<file path="config.mk">
export PLATFORM = sky130hd
export DESIGN_NAME = sram_blk_alloc
export DESIGN_NICKNAME = d
export VERILOG_FILES = /design/src/rtl/sram_blk_alloc.sv
export SDC_FILE = /design/constraint.sdc
export NUM_CORES = 1
export LEC_CHECK = 0
export ABC_CLOCK_PERIOD_IN_PS = 1900
export BUFFER_PORTS_ARGS = -buffer_cell sky130_fd_sc_hd__clkbuf_2
export CAP_MARGIN = 5
export CORE_MARGIN = 1.5
export CORE_UTILIZATION = 40
export DETAILED_ROUTE_END_ITERATION = 10
export GPL_TIMING_DRIVEN = 0
export SYNTH_ARGS = -nofsm -noshare
export SYNTH_HDL_FRONTEND = slang
export SYNTH_SLANG_ARGS = --single-unit
</file>
<file path="constraint.sdc">
create_clock -name i_clk -period 1.9 [get_ports i_clk]
set_input_delay 0.095 -clock i_clk [delete_from_list [all_inputs] [get_ports i_clk]]
set_output_delay 0.095 -clock i_clk [all_outputs]
set_load 0.01 [all_outputs]
</file>
<file path="src/rtl/sram_blk_alloc.sv">
// Free-block address manager: circular free list that is seeded with every block
// address after reset, grants one address per request and takes back released ones.
// Optional double-free / out-of-range release checking is enabled by defining DOUBLE_FREE_CHK_EN.
`ifndef BLK_ADDR_WIDTH
`define BLK_ADDR_WIDTH 3
`endif

module sram_blk_alloc #(
  parameter int ADDR_WIDTH = `BLK_ADDR_WIDTH,
  parameter int BLK_NUM    = 1 << ADDR_WIDTH
) (
  input  logic                  i_clk,
  input  logic                  i_rst,
  input  logic                  i_alloc_req,
  output logic                  o_alloc_rdy,
  output logic [ADDR_WIDTH-1:0] o_sram_addr,
  output logic                  o_sram_addr_vld,
  input  logic [ADDR_WIDTH-1:0] i_free_addr,
  input  logic                  i_free_vld,
  output logic [ADDR_WIDTH:0]   o_free_cnt,
  output logic                  o_init_done,
  output logic                  o_free_err
);

  typedef enum logic {S_INIT, S_RUN} state_e;

  localparam logic [ADDR_WIDTH-1:0] LAST_IDX = ADDR_WIDTH'(BLK_NUM - 1);
  localparam logic [ADDR_WIDTH:0]   FULL_CNT = (ADDR_WIDTH + 1)'(BLK_NUM);

  state_e                state_q, state_d;
  logic [ADDR_WIDTH-1:0] rd_ptr_q, rd_ptr_d;
  logic [ADDR_WIDTH-1:0] wr_ptr_q, wr_ptr_d;
  logic [ADDR_WIDTH:0]   cnt_q, cnt_d;
  logic [ADDR_WIDTH-1:0] addr_q;
  logic                  vld_q;
  logic                  err_q, err_d;
  logic [ADDR_WIDTH-1:0] list_mem [BLK_NUM];

  logic                  grant;
  logic                  push;
  logic                  mem_we;
  logic [ADDR_WIDTH-1:0] mem_wdata;
  logic                  free_ok;

  function automatic logic [ADDR_WIDTH-1:0] ptr_inc(input logic [ADDR_WIDTH-1:0] p);
    return (p == LAST_IDX) ? '0 : p + 1'b1;
  endfunction

`ifdef DOUBLE_FREE_CHK_EN
  logic [BLK_NUM-1:0] alloc_map_q, alloc_map_d, alloc_map_eff;

  // The popped address only appears after the registered list read, so its bit is
  // merged in one cycle late; alloc_map_eff covers the cycle the strobe is high.
  always_comb begin
    alloc_map_eff = alloc_map_q;
    if (vld_q) alloc_map_eff[addr_q] = 1'b1;
  end

  assign free_ok = ({1'b0, i_free_addr} < FULL_CNT) && alloc_map_eff[i_free_addr];

  always_comb begin
    alloc_map_d = alloc_map_eff;
    if (push) alloc_map_d[i_free_addr] = 1'b0;
  end

  always_ff @(posedge i_clk) begin
    if (i_rst) alloc_map_q <= '0;
    else       alloc_map_q <= alloc_map_d;
  end
`else
  assign free_ok = 1'b1;
`endif

  // During INIT the write pointer doubles as the init counter; it wraps back to 0
  // exactly when the list is full, which is the RUN starting point.
  always_comb begin
    state_d   = state_q;
    rd_ptr_d  = rd_ptr_q;
    wr_ptr_d  = wr_ptr_q;
    cnt_d     = cnt_q;
    err_d     = err_q;
    grant     = 1'b0;
    push      = 1'b0;
    mem_we    = 1'b0;
    mem_wdata = i_free_addr;
    case (state_q)
      S_INIT: begin
        mem_we    = 1'b1;
        mem_wdata = wr_ptr_q;
        wr_ptr_d  = ptr_inc(wr_ptr_q);
        cnt_d     = cnt_q + 1'b1;
        if (wr_ptr_q == LAST_IDX) state_d = S_RUN;
        if (i_free_vld) err_d = 1'b1;
      end
      S_RUN: begin
        grant  = i_alloc_req && (cnt_q != '0);
        push   = i_free_vld && (cnt_q != FULL_CNT) && free_ok;
        mem_we = push;
        if (i_free_vld && !push) err_d = 1'b1;
        if (grant) rd_ptr_d = ptr_inc(rd_ptr_q);
        if (push)  wr_ptr_d = ptr_inc(wr_ptr_q);
        case ({grant, push})
          2'b10:   cnt_d = cnt_q - 1'b1;
          2'b01:   cnt_d = cnt_q + 1'b1;
          default: cnt_d = cnt_q;
        endcase
      end
      default: state_d = S_INIT;
    endcase
  end

  always_ff @(posedge i_clk) begin
    if (i_rst) begin
      state_q  <= S_INIT;
      rd_ptr_q <= '0;
      wr_ptr_q <= '0;
      cnt_q    <= '0;
      err_q    <= 1'b0;
      vld_q    <= 1'b0;
      addr_q   <= '0;
    end else begin
      state_q  <= state_d;
      rd_ptr_q <= rd_ptr_d;
      wr_ptr_q <= wr_ptr_d;
      cnt_q    <= cnt_d;
      err_q    <= err_d;
      vld_q    <= grant;
      if (grant) addr_q <= list_mem[rd_ptr_q];
    end
  end

  always_ff @(posedge i_clk) begin
    if (mem_we) list_mem[wr_ptr_q] <= mem_wdata;
  end

  assign o_alloc_rdy     = (state_q == S_RUN) && (cnt_q != '0);
  assign o_init_done     = (state_q == S_RUN);
  assign o_sram_addr     = addr_q;
  assign o_sram_addr_vld = vld_q;
  assign o_free_cnt      = cnt_q;
  assign o_free_err      = err_q;

endmodule
</file>
* Yosys cells after proc, flatten, opt, wreduce, memory -nomap -nowiden
Memories as Yosys holds them, arrays and structs flattened. A register that Yosys moved wholly into a read port is not among the register bits.
Index checks and enable logic that the tools add are counted.
** Storage, ports and cells
- Register bits after elaboration :: 13
- Memory bits (writable) :: 24
- Input bits :: 7
- Output and inout bits :: 11
- Memories kept :: 1
** Cells by class
- Add/sub/neg operators :: 4
- Eq/ne operators :: 9
- Muxes and demuxes :: 16
- Bitwise logic cells :: 1
- Reductions and logical operators :: 8
** Memories
- list_mem :: depth 8, bits a word 3, read ports 1, clocked after Yosys merged registers in 1, wr ports 1, line 37 : logic [ADDR_WIDTH-1:0] list_mem [BLK_NUM];
** Operators by type and width (number)
- $pmux 4 s2 :: 2
- $mux 3 :: 4
- $mux 1 :: 7
- $add 3x1->3 const B :: 2
- $eq 3x3->1 const B :: 2
- $pmux 3 s2 :: 1
- $add 4x1->4 const B :: 1
- $logic_and 1x1->1 :: 4
- $ne 2x1->1 const B :: 2
- $ne 4x4->1 const B :: 1
- $pmux 1 s2 :: 2
- $reduce_and 2->1 :: 2
- $reduce_bool 4->1 :: 1
- $sub 4x1->4 const B :: 1
- $ne 3x1->1 const B :: 1
- $eq 2x1->1 const B :: 1
- $eq 2x2->1 const B :: 1
- $ne 2x2->1 const B :: 1
- $logic_not 1->1 :: 1
- $not 1->1 :: 1

* Depth between registers and ports, before layout
Gate-level depths: netlist of run 1.
- Depth after elaboration :: 6
- Mapped depth :: 6
- Mapped depth without buffers :: 6

* Least setup slack after synthesis of run 1
Ideal clock, no wire load.
- Path kind :: reg2reg
- From :: register cnt_q[0] (netlist: o_free_cnt[0])
- To :: memory list_mem[0][0] in the netlist's numbering, enable pin
- Arrival :: 1600 ps
- Slack :: -45 ps
- Cell stages (with the launch flop) :: 7
- Path through :: dfxtp_1 > inv_1 > ha_1 > nand3b_1 > a21boi_1 > or2_2 > nor3_1
** Between the ends
- Cells in the longest elaborated chain, start to end :: 5
** RTL lines
- start: declaration :: line 33 : logic [ADDR_WIDTH:0] cnt_q, cnt_d;
- start signal: assignment :: line 125 : cnt_q <= cnt_d;
- $ne 4x4->1 :: line 97 : push = i_free_vld && (cnt_q != FULL_CNT) && free_ok;
- $logic_and 1x1->1 :: line 97
- $pmux 1 s2 :: line 86 : case (state_q)
- $mux 1 :: line 133 : if (mem_we) list_mem[wr_ptr_q] <= mem_wdata;
- $mux 1 (implied by the code) :: line 133
- end: declaration :: line 37
No other way between the ends.

* Worst setup path after layout of run 1
- From :: register cnt_q[0] (netlist: o_free_cnt[0])
- To :: register cnt_q[2] (netlist: o_free_cnt[2])
** Between the ends
- Cells in the longest elaborated chain, start to end :: 5
** RTL lines
- $ne 4x4->1 / $reduce_bool 4->1 (equally long branches) :: line 97, 96
- $logic_and 1x1->1, on equally long branches :: line 97, 96
- $eq 2x1->1 / $eq 2x2->1 (equally long branches) :: line 102 : case ({grant, push})
- $pmux 4 s2 :: line 102
- $pmux 4 s2 :: line 86
Several ways; a longest one is shown, not always the timed one.
A chain may end at the register's enable or synchronous reset.

==> results, run 1 <==
- The flow ran to the end, and the final reports show no timing, DRC or antenna violations.
- Compared with the post-synthesis result, the final layout area differs by 15.5%.
- The worst min-delay path class is primary input to flip-flop.
- After legalization and detailed placement, the total HPWL measured 2.22 mm.
- The worst clock skew on the final layout is 4.75 ps.
- The global-route wire length before repair is 5.21 mm.
- No sink is reached through more buffers than the 2 on the longest clock path.
- For this block, the via count after detailed routing is 1134.
- By count the netlist is led by 24 x sky130_fd_sc_hd__edfxtp_1, 18 x sky130_fd_sc_hd__nor2_1, 16 x sky130_fd_sc_hd__dfxtp_1.
- STA classifies the critical path startpoint as a flip-flop.
- The total wirelength of the detailed-routed design is 3.08 mm.
- The portion of synthesized area spent on multiplexers is 16.7%.
- The later pin in the worst-skew pair is clocked with a latency of 290 ps.
- The maximum VDD drop is 0.404 mV.
- The number of buffers inserted during clock tree synthesis is 5.
- For this run, the top clock speed supported by timing is 557 MHz.
- For this run, the leading register cell type out of synthesis is sky130_fd_sc_hd__edfxtp_1.
- The aggregate global routing overflow is 0.
- The type of the worst setup path is flip-flop to flip-flop.
- For this design, the CTS-stage hold fixing added 0 buffers.
- The final antenna-violating net count is 0.
- The synthesized instance count is 138.
- Once the floorplan was initialized, standard cells occupied 41.7% of the core.
- Before CTS, the worst setup slack after placement is -201 ps.
- The number of nets handed over by synthesis was 151.
- The simple logic cell fraction of the synthesized area is 14.9%.
- The synthesized netlist devotes 5.34% of its cell area to compound gates.
- In this run, synthesis inferred 24 flip-flops with an integrated enable.
- In the final design database the tool counted 175 nets.
- The routed design could run at a clock period as short as 1800 ps.
- The total area inside the core boundary comes to 4380 um2.
- The number of unique standard cell types used by synthesis is 34.
- Setup violations remaining at the end of the flow were counted as 0.
- The antenna diode count is 0.
- The maximum net fanout on the critical path is 7.
- The cell area after technology mapping is 1830 um2.
- The combinational family with the most area after synthesis is multiplexers.
- The number of synthesized register bits is 40.
- After synthesis, flip-flops and latches occupy 56.9% of the total area.
- The sort of element at the end of the critical path is a flip-flop.
- The critical path data required time is 2080 ps.
- The number of buffers added on ports is 16.
- The fraction of final layout cells sized beyond drive strength 1 is 33.1%.
- 18 I/O pins were placed.
- After Yosys synthesis, full adders, half adders and majority gates account for 4.11% of the synthesized area.
- The die outline width is 70.6 um.
- The total negative slack for setup checks is 0 ps.
- Summing the areas of all xor and xnor instances in the mapped netlist gives 0% of the synthesized area.
- Setup repair after global routing left no endpoint under its margin.
- The number of antenna violations at the first check in global routing is 0.
- In the post-synthesis netlist, the cell with the most instances is sky130_fd_sc_hd__edfxtp_1.
- After detailed placement, the design holds a cell count of 206.
- The yosys synthesis warning count is 0.
- From bottom edge to top edge, the die measures 70.6 um.
- The number of cell rows is 24.
- After detailed routing, the number of remaining DRC violations is 0.
- The share of the clock period used by the worst path after layout is 94.5%.
- The number of H-tree levels is 2.
- The clock edge transition at the registers on the reported setup and hold paths is 70 ps.
- The fraction of registers with async set/reset is 0%.
- The number of global-route vias before repair is 1127.
- The worst slew margin relative to its limit is 67.4%.
- The area of the die is 4980 um2.
- Data on the critical path arrives at its endpoint at 1970 ps.
- Dividing the synthesized area by the synthesized cell count gives 13.2 um2.
- The buffer cell driving the clock tree root is sky130_fd_sc_hd__clkbuf_8.
- In this run the power density over the cells is 818 nW/um2.
- The worst path meets setup with 104 ps of slack.
- The final core utilization is 48.2%.
- The CTS sink count is 40.
- The first TritonRoute pass finished after 4 iterations.
- After synthesis, the largest area contributor takes up 39.4% of total cell area.
- The final number of max-transition violations is 0.
- The average wire length per cell after detail routing is 14.3 um.
- The global placer's final weighted congestion is 0.746.
- Entering global routing, the biggest net connects 13 pins.
- Once layout is complete, the cells apart from fillers number 215.
- The analysis attributes to cell leakage a power of 0.000853 uW.
- The violation count after the first detailed-routing iteration is 35.
- The biggest area contributor in the post-synthesis netlist is sky130_fd_sc_hd__edfxtp_1.
- By area the synthesized netlist is led by sky130_fd_sc_hd__edfxtp_1 39%, sky130_fd_sc_hd__dfxtp_1 18%, sky130_fd_sc_hd__mux4_2 7.4%, sky130_fd_sc_hd__mux2i_1 4.4%, sky130_fd_sc_hd__ha_1 4.1%.
- The overall routing resource usage is 13.5%.
- The pin slew with the least headroom to its limit is 488 ps.
- The max-capacitance violation count is 0.
- The number of failing hold endpoints at the final stage is 0.
- The routed via count divided by cell count is 5.27.
- The CTS tree is yes.
-- cells by family (layout without fill, tap and decap cells) --
logic type,Yosys count,in the layout
AND/OR/NAND/NOR,48,48
flip-flops,40,40
multiplexers,22,22
AO/OA/AOI/OAI,13,13
buffers and inverters,9,34
adder cells (fa/ha/maj),6,6
-- critical path: stages, from the launching register on --
cell	delay [ps]
sky130_fd_sc_hd__dfxtp_4	380
sky130_fd_sc_hd__inv_1	50
sky130_fd_sc_hd__ha_2	230
sky130_fd_sc_hd__nor3b_4	190
sky130_fd_sc_hd__a2111oi_2	380
sky130_fd_sc_hd__mux2i_1	140
sky130_fd_sc_hd__mux2_1	320
-- layout make-up --
class,count,area (um2)
Multi-Input combinational cell,89,796
Timing Repair Buffer,17,87.6
Buffer,5,21.3
Sequential cell,40,1050
Inverter,4,15.0
Clock inverter,1,5.00
Fill cell,388,2270
Tap cell,52,65.1
Clock buffer,7,76.3
-- where the power goes --
| group | internal (uW) | switching (uW) | leakage [uW] |
|---|---|---|---|
| Combinational | 92.9 | 102 | 0.000454 |
| Sequential | 972 | 30.9 | 0.000357 |
| Clock | 257 | 272 | 0.0000422 |
-- placed cells by master (no fill, tap or decap), types with 6 or more instances in the layout --
cell type / instances
sky130_fd_sc_hd__nor2_1: 15
sky130_fd_sc_hd__dfxtp_1: 14
sky130_fd_sc_hd__mux2_2: 6
sky130_fd_sc_hd__edfxtp_1: 24
sky130_fd_sc_hd__clkbuf_2: 16
sky130_fd_sc_hd__mux2i_1: 8
sky130_fd_sc_hd__mux4_2: 6
sky130_fd_sc_hd__nand2_1: 6
-- flip-flops by register name, indices dropped and copies added, names as in the netlist --
name and cells:
rd_ptr_q 3, wr_ptr_q 3, o_sram_addr 3, o_free_cnt 4, o_init_done 1, o_free_err 1
o_sram_addr_vld 1, list_mem 24
-- timing repair --
item	in CTS	in global routing
gates cloned	0	0
setup endpoints to repair	27	23
pin swaps	1	1
resized for setup	11	3
setup buffers	1	0
-- routing by layer --
layer  up-vias  share of wire [%]  track usage (%)
li1        555                  -                -
met1       542                 44             16.8
met2        31                 49             22.2
met3         6                4.8             4.27
met4         0                2.0             4.82
met5         -                  0                0
-- through the flow --
step / instance area, um2 / hold WS, ps / power, uW
3_3_place_gp: 1980 / 431 / 1190
4_1_cts: 2100 / 156 / 1750
3_5_place_dp: 1980 / 454 / 1200
2_1_floorplan: 1830 / 236 / 1150
6_report: 2110 / 166 / 1730
5_1_grt: 2110 / 173 / 1810
-- worst paths after layout --
path                               startpoint               to  slack (ps)  depth (start not counted)
worst min register to register     o_free_err       o_free_err         480                          2
worst max-delay path            o_free_cnt[0]    o_free_cnt[2]         100                          6
worst min-delay path              i_alloc_req  o_sram_addr_vld         170                          3
worst max register to register  o_free_cnt[0]    o_free_cnt[2]         100                          6
Power figures use the tool's default switching activity.
==> inputs of run 2 (changes only) <==
- ABC_AREA: not set -> 1
==> run 2 against run 1 <==
Register-to-register slack hardly changed. Global-route usage is 2.1 points higher. Die area is 5.4% higher. Synthesized cell count is 49% higher. Sequential power hardly changed. Worst hold slack worse by 79 ps. Setup slack better by 4.1 ps. Count of clock-buffer cells in the layout is 1 higher. First-iteration DRC count is 60% higher. Routed wire length is 17% higher. Clock power is 8.1% higher. Combinational power is 6% higher. Critical endpoint is now list_mem[3][1]. Highest routed layer unchanged.
==> results, run 2 <==
- The share of the yosys chip area belonging to registers is 53.9%.
- The register with the most flip-flops in the layout has 24 of them.
- The fraction of registers with async set/reset is 0%.
- For this run, the total global-route usage over all layers was measured as 15.6%.
- For met1 alone, demand over resource in global routing was 20.9%.
- No sink is reached through more buffers than the 2 on the longest clock path.
- After the flow finishes, the layout carries non-filler instances totaling 285.
- The routing usage on met2 is 23.4%.
- From synthesis to final layout, the design area changed by 13.3%.
- The area of the die is 5260 um2.
- Along the worst path, the maximum fanout reaches 9.
- The critical path data required time is 1890 ps.
- In this run the core area contains 25 standard-cell rows.
- After filler insertion, the fill cell instance count of the layout stands at 481.
- For met3 alone, demand over resource in global routing was 5.00%.
- The tree built by TritonCTS fans out to 40 sinks.
- In the synthesized netlist, the number of instances is 206.
- For the worst setup path, the data arrival time is 1780 ps.
- The number of buffers added on ports is 17.
- Dividing the detail-routed wire length by the instance count gives 12.6 um.
- The first global-routing pass estimated 6.12 mm of wire.
- After layout, the minimum clock period comes to 1790 ps.
- Dividing the final minimum period by the clock period gives 94.3%.
- For this block, the initial DRC count from the detailed router was 56.
- Cells with a size suffix above 1 make up 25.1% of the layout.
- Broken down by cell family, the worst path's largest delay share belongs to simple AND/OR/NAND/NOR gates.
- The cell taking the most area after synthesis is sky130_fd_sc_hd__edfxtp_1.
- Yosys printed 0 warnings.
- Measured on the finished design, the core utilization comes to 46.7%.
- The number of failing hold endpoints at the final stage came to 0.
- The number of global-route vias before repair is 1335.
- Once detail routing completed, the nets flagged for antenna violations numbered 0.
- Clock-pin slew was measured on the worst setup and hold paths at 70 ps.
- For this configuration, the core starts out at a cell density of 41.2%.
- When the netlist entered floorplanning its net count stood at 219.
- The cell sitting at the root of the clock tree is a sky130_fd_sc_hd__clkbuf_8.
- At the end of the flow, the number of nets in the layout was 243.
- For this design, the slowest cell found on the critical path is sky130_fd_sc_hd__dfxtp_2.
- Before CTS, the worst setup slack after placement is -114 ps.
- After synthesis the netlist holds a flip-flop and latch count of 40.
- The number of cells after detailed placement is 277.
- The top register by number of flip-flops is list_mem.
- In this run the count of I/O pins placed on the die edge is 18.
- The worst setup path is launched from a flip-flop.
- The maximum VDD drop is 0.322 mV.
- In this run, synthesis inferred 24 flip-flops with an integrated enable.
- TritonCTS built the clock tree.
- The worst setup path is captured at a flip-flop.
- The worst slew margin relative to its limit is 35.3%.
- The later pin in the worst-skew pair is clocked with a latency of 290 ps.
- The worst-case setup margin in the final layout is 108 ps.
- Using the TritonRoute via totals, the vias-per-cell ratio works out to 4.87.
- By area the synthesized netlist is led by sky130_fd_sc_hd__edfxtp_1 37%, sky130_fd_sc_hd__dfxtp_1 17%, sky130_fd_sc_hd__nand2_1 6.2%, sky130_fd_sc_hd__nor2_1 6.2%, sky130_fd_sc_hd__nand3_1 5.2%.
- The worst clock skew on the final layout is 3.94 ps.
- Setup violations remaining at the end of the flow were counted as 0.
- Averaged over all synthesized cells, the footprint is 9.38 um2.
- Setup repair after global routing could not meet its margin everywhere.
- The pre-antenna-repair detailed-routing pass consisted of 4 iterations.
- In this run the worst hold path is classified as primary input to flip-flop.
- The type of the worst setup path is flip-flop to flip-flop.
- The library cell used most frequently in the layout, excluding fill and tap cells, is sky130_fd_sc_hd__nand2_1.
- In the final timing run, aggregate negative setup slack is 0 ps.
- The analysis attributes to cell leakage a power of 0.000885 uW.
- The synthesized netlist occupies a cell area of 1930 um2.
- The floorplan step set the die height to 72.5 um.
- The final number of max-transition violations was 0.
- Counting distinct cell types in the post-synthesis netlist gives 28.
- The number of H-tree levels is 2.
- Entering global routing, the biggest net connects 12 pins.
- For this run, the top clock speed supported by timing is 558 MHz.
- The total wirelength of the detailed-routed design is 3.60 mm.
- The max-capacitance violation count is 0.
- The core region is 4690 um2.
- The top-area cell type share of the netlist area is 37.3%.
- The via count is 1389.
- The most utilized layer in the global route result is met2.
- The most common flop cell mapped by yosys is sky130_fd_sc_hd__edfxtp_1.
- Sorting the synthesized cells by how often they occur yields 32 x sky130_fd_sc_hd__nand2_1, 32 x sky130_fd_sc_hd__nor2_1, 24 x sky130_fd_sc_hd__edfxtp_1.
- For this run, the slowest stage of the critical path takes 380 ps.
- The global placer's final weighted congestion is 0.808.
- The number of antenna violations at the first check in global routing is 0.
- The total half-perimeter wirelength after legalization and detailed placement is 2.63 mm.
- The number of buffers inserted during clock tree synthesis is 5.
- The aggregate global routing overflow is 0.
- The die outline width is 72.5 um.
- In the layout the commonest cells are 32 x sky130_fd_sc_hd__nand2_1, 28 x sky130_fd_sc_hd__nor2_1, 24 x sky130_fd_sc_hd__edfxtp_1.
- The number of antenna diodes in the final layout is 0.
- The flow ran to the end, and the final reports show no timing, DRC or antenna violations.
- For this run, design rule violations remaining after detail routing come to 0.
- The buffers plus inverters on the worst setup path is 3.
- In this run the power density over the cells is 815 nW/um2.
- The pin slew with the least headroom to its limit is 960 ps.
- Walking the worst path, the cells encountered are inv_1, ha_2, nand3_2, nand2_4, nand2_8, inv_2, nor2_2, inv_2, nor2_2.
[run 2: cell types whose count changed after synthesis, moves of 8 or more]
cell / delta
sky130_fd_sc_hd__nor2_1: +14
sky130_fd_sc_hd__inv_1: +9
sky130_fd_sc_hd__mux2i_1: -8
sky130_fd_sc_hd__o21ai_0: +12
sky130_fd_sc_hd__nand2_1: +26
sky130_fd_sc_hd__nand3_1: +18
[run 2: layout make-up]
cell class                      instances  area (um2)  share of cell area [%]
Sequential cell                        40        1040                    47.7
Inverter                               18        67.6                    3.09
Multi-Input combinational cell        141         785                    35.8
Tap cell                               54        67.6                    3.09
Timing Repair Buffer                   17        85.1                    3.89
Buffer                                  7        51.3                    2.34
Clock buffer                            8        90.1                    4.11
[run 2: timing repair]
| item | 4_1_cts | 5_1_grt |
|---|---|---|
| setup buffers | 0 | 0 |
| resized for setup | 5 | 2 |
| endpoints found under the setup margin | 18 | 18 |
| hold buffers | 0 | 0 |
[run 2: power by group]
group | total (uW) | switching [uW] | internal [uW]
registers | 1000 | 26.0 | 978
logic | 206 | 133 | 73.1
clock network | 573 | 277 | 296
[run 2: worst paths after layout]
check / end / start / slack [ps] / cells after the start
max reg2reg: list_mem[3][1] / o_free_cnt[0] / 110 / 9
max: list_mem[3][1] / o_free_cnt[0] / 110 / 9
min reg2reg: o_sram_addr[0] / o_sram_addr[0] / 470 / 2
min: o_free_err / i_free_vld / 90 / 3
[run 2: worst register-to-register path, cell delays in order, from the launching register on]
cell and delay [ps]:
sky130_fd_sc_hd__dfxtp_2 380, sky130_fd_sc_hd__inv_1 90, sky130_fd_sc_hd__ha_2 240, sky130_fd_sc_hd__nand3_2 110
sky130_fd_sc_hd__nand2_4 80, sky130_fd_sc_hd__nand2_8 110, sky130_fd_sc_hd__inv_2 70, sky130_fd_sc_hd__nor2_2 140
sky130_fd_sc_hd__inv_2 90, sky130_fd_sc_hd__nor2_2 170
[run 2: stage by stage]
step                      area (um2)  total power [uW]  hold WS [ps]
after floorplan                 1930              1170           240
after global placement          2080              1220           385
after detailed placement        2080              1230           388
after CTS                       2190              1810          79.6
after global routing            2190              1870           102
final                           2190              1780          87.8
[run 2: kinds of logic after synthesis]
group                      synth area share (%)
AOI/OAI and AO/OA                          9.46
xor gates and xnor gates                  0.907
adders and majority gates                  3.89
buffers and inverters                      6.15
DFF                                        53.9
and+or+nand+nor                            25.7
[run 2: metal layers]
layer | wire [um] | up-vias | part of all wire (%)
li1 | - | 740 | -
met1 | 1810 | 625 | 50
met2 | 1620 | 18 | 45
met3 | 109 | 6 | 3.0
met4 | 61 | 0 | 1.7
met5 | 0 | - | 0
